File: config.mk
export PLATFORM = sky130hd
export DESIGN_NAME = ahb_decoder_mux
export DESIGN_NICKNAME = d
export VERILOG_FILES = /design/src/rtl/ahb_dec_pkg.sv /design/src/rtl/ahb_default_slave.sv /design/src/rtl/ahb_decoder_mux.sv
export SDC_FILE = /design/constraint.sdc
export NUM_CORES = 1
export LEC_CHECK = 0
export CORE_ASPECT_RATIO = 1.75
export CORE_MARGIN = 2
export CORE_UTILIZATION = 26
export DETAILED_ROUTE_END_ITERATION = 8
export GPL_TIMING_DRIVEN = 0
export PLACE_DENSITY_LB_ADDON = 0.25
export SYNTH_ARGS = -nofsm -noshare
export SYNTH_HDL_FRONTEND = slang
export SYNTH_SLANG_ARGS = --single-unit
export TNS_END_PERCENT = 20
File: constraint.sdc
create_clock -name hclk -period 4 [get_ports hclk]
set_clock_uncertainty 0.2 [all_clocks]
set_input_delay 0.8 -clock hclk [delete_from_list [all_inputs] [get_ports hclk]]
set_output_delay 0.8 -clock hclk [all_outputs]
set_load 0.1 [all_outputs]
File: src/rtl/ahb_dec_pkg.sv
// Shared AHB-Lite constants and default-slave state encoding for ahb_decoder_mux.
package ahb_dec_pkg;
  localparam logic [1:0] HTRANS_IDLE   = 2'b00;
  localparam logic [1:0] HTRANS_BUSY   = 2'b01;
  localparam logic [1:0] HTRANS_NONSEQ = 2'b10;
  localparam logic [1:0] HTRANS_SEQ    = 2'b11;

  localparam logic HRESP_OKAY  = 1'b0;
  localparam logic HRESP_ERROR = 1'b1;

  typedef logic [1:0] ds_state_t;
  localparam ds_state_t DS_IDLE = 2'd0;
  localparam ds_state_t DS_ERR1 = 2'd1;
  localparam ds_state_t DS_ERR2 = 2'd2;
endpackage

File: src/rtl/ahb_default_slave.sv
// Default slave: two-cycle AHB ERROR response for unmapped NONSEQ/SEQ transfers.
// Optional ERROR counter enabled by AHB_DECODER_MUX_ERR_CNT_EN.
module ahb_default_slave
  import ahb_dec_pkg::*;
(
  input  logic        hclk,
  input  logic        hreset,
  input  logic        hready,
  input  logic        dflt_sel,
  output logic        hreadyout_d,
  output logic        hresp_d
`ifdef AHB_DECODER_MUX_ERR_CNT_EN
  ,
  output logic [15:0] err_cnt
`endif
);
  ds_state_t state;
  ds_state_t state_next;

  always_comb begin
    state_next = state;
    case (state)
      DS_IDLE: if (hready && dflt_sel) state_next = DS_ERR1;
      DS_ERR1: state_next = DS_ERR2;
      DS_ERR2: state_next = (hready && dflt_sel) ? DS_ERR1 : DS_IDLE;
      default: state_next = DS_IDLE;
    endcase
  end

  always_ff @(posedge hclk) begin
    if (hreset) state <= DS_IDLE;
    else        state <= state_next;
  end

  assign hreadyout_d = (state != DS_ERR1);
  assign hresp_d     = (state == DS_IDLE) ? HRESP_OKAY : HRESP_ERROR;

`ifdef AHB_DECODER_MUX_ERR_CNT_EN
  function automatic logic [15:0] sat_inc(input logic [15:0] v);
    return (v == 16'hFFFF) ? v : v + 16'd1;
  endfunction

  // One count per completed ERROR response, i.e. per ERR2 cycle
  always_ff @(posedge hclk) begin
    if (hreset)                 err_cnt <= '0;
    else if (state == DS_ERR2)  err_cnt <= sat_inc(err_cnt);
  end
`else
`endif
endmodule

File: src/rtl/ahb_decoder_mux.sv
// AHB-Lite address decoder and slave response multiplexer with built-in default slave.
// Optional err_cnt output enabled by AHB_DECODER_MUX_ERR_CNT_EN.
module ahb_decoder_mux
  import ahb_dec_pkg::*;
#(
  parameter int NUM_SLAVES = 3,
  parameter int ADDR_W     = 16,
  parameter int SEL_BITS   = 2,
  parameter int DATA_W     = 32
) (
  input  logic                         hclk,
  input  logic                         hreset,
  input  logic [ADDR_W-1:0]            haddr,
  input  logic [1:0]                   htrans,
  output logic [NUM_SLAVES-1:0]        hsel,
  input  logic [NUM_SLAVES*DATA_W-1:0] hrdata_s,
  input  logic [NUM_SLAVES-1:0]        hreadyout_s,
  input  logic [NUM_SLAVES-1:0]        hresp_s,
  output logic [DATA_W-1:0]            hrdata,
  output logic                         hready,
  output logic                         hresp
`ifdef AHB_DECODER_MUX_ERR_CNT_EN
  ,
  output logic [15:0]                  err_cnt
`endif
);
  logic [SEL_BITS-1:0] region;
  logic                unmapped;
  logic                dflt_sel;
  logic [SEL_BITS-1:0] dsel_idx;
  logic                dsel_dflt;
  logic                hreadyout_d;
  logic                hresp_d;
  logic                unused_addr;

  assign region      = haddr[ADDR_W-1 -: SEL_BITS];
  assign unused_addr = ^haddr[ADDR_W-SEL_BITS-1:0];
  assign unmapped    = int'(region) >= NUM_SLAVES;
  assign dflt_sel    = unmapped && (htrans == HTRANS_NONSEQ || htrans == HTRANS_SEQ);

  // Address phase: select depends on haddr only, never on htrans or reset
  always_comb begin
    hsel = '0;
    for (int i = 0; i < NUM_SLAVES; i++)
      if (int'(region) == i) hsel[i] = 1'b1;
  end

  // Address -> data phase boundary
  always_ff @(posedge hclk) begin
    if (hreset) begin
      dsel_dflt <= 1'b1;
      dsel_idx  <= '0;
    end else if (hready) begin
      dsel_dflt <= unmapped;
      dsel_idx  <= region;
    end
  end

  // Data phase: response from whichever target owns the current data phase
  always_comb begin
    hrdata = '0;
    hready = hreadyout_d;
    hresp  = hresp_d;
    if (!dsel_dflt) begin
      hready = 1'b1;
      hresp  = HRESP_OKAY;
      for (int i = 0; i < NUM_SLAVES; i++) begin
        if (int'(dsel_idx) == i) begin
          hrdata = hrdata_s[i*DATA_W +: DATA_W];
          hready = hreadyout_s[i];
          hresp  = hresp_s[i];
        end
      end
    end
  end

  ahb_default_slave u_default_slave (
    .hclk        (hclk),
    .hreset      (hreset),
    .hready      (hready),
    .dflt_sel    (dflt_sel),
    .hreadyout_d (hreadyout_d),
    .hresp_d     (hresp_d)
`ifdef AHB_DECODER_MUX_ERR_CNT_EN
    ,
    .err_cnt     (err_cnt)
`endif
  );
endmodule

---- After elaboration in Yosys (flattened, before gate mapping) ----
Index checks and enable logic that the tools add are counted.
operators by class
  magnitude comparators ................... 1
  eq/ne operators ......................... 10
  reduce and logical (&&, ||, !) cells .... 6
  multiplexer cells ....................... 19
operator list
  cell                                                      count
  2-to-1 mux 32 bit                                         4
  equality test 2 bit, second input constant                7
  2-to-1 mux 1 bit                                          13
  zero test 2 bit                                           3
  case mux 2 bit (3 select lines)                           1
  inequality test 2 x 1 -> 1 bit, second input constant     2
  equality test 2 x 1 -> 1 bit, second input constant       1
  greater-or-equal comparator 2 bit, second input constant  1
  logical AND 1 bit                                         2
  2-to-1 mux 2 bit                                          1
  logical OR 1 bit                                          1
word-level totals
  output and inout bits ................... 37
  input bits .............................. 122
  logic and storage cells ................. 39
  flip-flop bits (word level) ............. 5

---- Longest topological paths before layout ----
Gate-level depths: netlist of run 1.
  word-level depth ........................ 8
  mapped depth ............................ 6
  gate-level depth less buffers ........... 3

---- Cells and area by module ----
Synthesis of run 1 repeated with hierarchy kept, for this count alone.
second synthesis, totals
  cells, all modules ...................... 143
  area total of the unflattened synthesis .. 1,102.3 sq um
by module, submodules not included
  module             seq. area each (sq um)  cells each  times used  area an instance (sq um)
  ahb_decoder_mux    60.1                    137         1           1,029.7
  ahb_default_slave  40.0                    6           1           72.6

---- Worst setup path after synthesis of run 1 ----
OpenSTA, ideal clock, no wires.
  kind .................................... input port to output port
  from .................................... input hresp_s[1]
  to ...................................... output hresp
  data required time ...................... 3.000 ns
  data arrival time ....................... 2.457 ns
  path buffers ............................ 0
  stages on the path ...................... 3
  slack ................................... 0.543 ns
  cells stage by stage .................... mux2_2 > a221oi_1 > a21oi_1
on the way
  longest elaborated chain between the ends .. 3
ends and longest elaborated chain
  what                           line                   source
  from (decl)                    ahb_decoder_mux.sv:18  input logic [NUM_SLAVES-1:0] hresp_s,
  2-to-1 mux 1 bit (2 in a row)  ahb_decoder_mux.sv:68  if (int'(dsel_idx) == i) begin
  2-to-1 mux 1 bit               ahb_decoder_mux.sv:64  if (!dsel_dflt) begin
  to (decl)                      ahb_decoder_mux.sv:21  output logic hresp
No other way between the ends.

---- Final worst setup path of run 1 ----
  from .................................... input hreadyout_s[2]
  to ...................................... output hready
on the way
  longest elaborated chain between the ends .. 2
ends and longest elaborated chain
  what              line                   source
  from (decl)       ahb_decoder_mux.sv:17  input logic [NUM_SLAVES-1:0] hreadyout_s,
  2-to-1 mux 1 bit  ahb_decoder_mux.sv:68
  2-to-1 mux 1 bit  ahb_decoder_mux.sv:64
  to (decl)         ahb_decoder_mux.sv:20  output logic hready,
No other way between the ends.

==> qor.csv, run 1 <==
metric,value,unit
fin_setup_tns,0,ns
finalSetupViolations,0,
end_kind,output pin,
vias,1663,
setup_slack,0.101,ns
max_stage_delay,1.20,ns
placed_area,2580,sq um
synth.distinct_cells,21,
vias_per_cell,4.92,
p_total,0.705,mW
crit_chain,clkdlybuf4s50_1 -> nor4b_4 -> a211oi_2 -> clkdlybuf4s50_1,
multi_input_area,911,sq um
dp_worst_setup_slack,0.0838,ns
min_path_cells,1,
antenna_cells,0,
crit_top_cell,clkdlybuf4s50_1,
track_usage,0.199,
critical_path_arrival,2.90,ns
drc_errors,0,
wire_per_inst,14.3,um
cts.sinks,5,
wirelength,4840,um
mostFrequentLayoutCell,clkdlybuf4s50_1,
ctsResizeCount,0,
postSynthAreaPerCell,7.67,sq um
required,3.00,ns
hold_class,reg2reg,
dp_hpwl,4070,um
h-tree-depth,1,
crit_fanout,3,
hp-start,u_default_slave.state[1],
yosysTopAreaCell,mux2_2,
power_density,268,nW/um^2
die_y,89.6,um
grt_use_met2,0.400,
gp_congestion,0.723,
cts_buffer_depth,2,
postCtsSetupBuffers,0,
worst_slew_pin_slew,0.993,ns
grt_overflow,0,
synth.net_count,264,
drt_iter0_markers,32,
p_leak,1.03,nW
clk_latency,0.22,ns
reg2reg_from,dsel_dflt,
start_util,0.267,
finalInstanceArea,2630,sq um
synthArstFlopShare,0,
hold_viol_final,0,
grt_pass1_vias,1703,
cts_made_buffers,3,
synth-edff-count,0,
cts-root-buf,clkbuf_8,
syn-instance-count,142,
met3_usage,0.0579,
worstSetupPathType,in2out,
ys_ff_latch,5,
fp.dieArea,4740,sq um
final_cell_mix,"clkdlybuf4s50_1 (143), nor2_1 (36), mux2_2 (33)",
grt_start_max_net_pins,11,
cts.hold.buffers_added,0,
synthTopCellsByArea,"mux2_2 (34%), a22oi_1 (22%), nor2_1 (12%), dfxtp_1 (9.2%), buf_2 (3.7%)",
rows,31,
synth-seq-area-share,0.0920,
die_w,52.9,um
fin_crit,3.90,ns
top_usage_layer,met2,
postRouteAntennaNets,0,
cts_tree,built,
status,"complete, no violations",
hold_slack,0.278,ns
r2r_cells,4,
register_area,100,sq um
io_buffers,143,
nFillCells,363,
area_growth,141,%
gr-usage-met1,0.193,
slowest_stage,clkdlybuf4s50_1,
synth.top_cell.area_share,0.341,
crit_start,hreadyout_s[2],
drive_gt1_frac,0.163,
path_clk_slew,0.04,ns
max_freq,256,MHz
grt_setup_unrepaired,no,
yosys_warnings,0,
slew_violations,0,
final_nets,412,
grt_pass1_wl,7330,um
coreArea,4070,sq um
max-vdd-ir-drop,212,uV
maxCapViolations,0,
synthFlopType,dfxtp_1,
crit_path_start_kind,primary input,
ioPinCount,159,
antenna_found_initial,0,
first_pass_iters,4,
netlist_area,1090,sq um
finalCritPeriodShare,0.975,
slew-limit-headroom,0.336,
cell usage after synthesis (all sizes together), types with 2 or more instances:
cell type and instances:
a211oi 2, a22oi 32, buf 9, clkbuf 6, dfxtp 5, mux2 33, mux2i 3, nand2b 4
nor2 36, nor2b 3
power breakdown:
part | total [mW] | switching, mW | internal, mW
registers | 0.0552 | 0.00198 | 0.0533
clock network | 0.0929 | 0.0245 | 0.0684
logic | 0.557 | 0.344 | 0.213
total | 0.705 | 0.371 | 0.334
per-stage QoR:
step | util | cells
3_3_place_gp | 0.634 | 334
3_5_place_dp | 0.634 | 334
2_1_floorplan | - | 142
5_1_grt | 0.645 | 338
4_1_cts | 0.645 | 338
6_report | 0.645 | 338
final timing paths:
check             slack, ns                       end
setup / recovery       0.10                    hready
hold / removal         0.28  u_default_slave.state[1]
hold reg to reg        0.28  u_default_slave.state[1]
setup reg to reg       2.46                 dsel_dflt
routing by layer:
layer / up-vias / wire length (um)
met3: 2 / 591
met4: 0 / 25
li1: 817 / -
met5: - / 0
met2: 104 / 2680
met1: 740 / 1550
cells by family (layout without fill, tap and decap cells):
logic type / after synthesis / count (layout) / synth area share
AND/OR/NAND/NOR: 49 / 49 / 0.216
AO/OA/AOI/OAI: 36 / 36 / 0.252
multiplexers: 36 / 36 / 0.369
buffers and inverters: 16 / 163 / 0.0713
flip-flops: 5 / 5 / 0.0920
critical path: cells and delay by family:
family / cells / cell delay [ns]
buffers and inverters: 2 / 1.71
AOI/OAI and AO/OA: 1 / 0.32
and+or+nand+nor: 1 / 0.06
sequential cells by signal, summed over array words and instances, names as in the netlist:
name                   flops
u_default_slave.state      2
dsel_idx                   2
dsel_dflt                  1
layout make-up:
type                       count  share of cell area
buffer                        15              0.0281
clock buffer                   4              0.0172
inverter                       1             0.00143
multi-input combinational    121               0.347
sequential                     5              0.0381
tap                           49              0.0233
timing repair buffer         143               0.545
No activity file was read; power rests on OpenSTA's default activity.
==> inputs of run 2 (changes only) <==
--- a/config.mk
+++ b/config.mk
@@ -10,6 +10,7 @@
 export CORE_UTILIZATION = 26
 export DETAILED_ROUTE_END_ITERATION = 8
 export GPL_TIMING_DRIVEN = 0
+export HOLD_SLACK_MARGIN = 0.02
 export PLACE_DENSITY_LB_ADDON = 0.25
 export SYNTH_ARGS = -nofsm -noshare
 export SYNTH_HDL_FRONTEND = slang
==> results of run 2 <==
The final DEF is identical to that of run 1; final timing and power are the same.
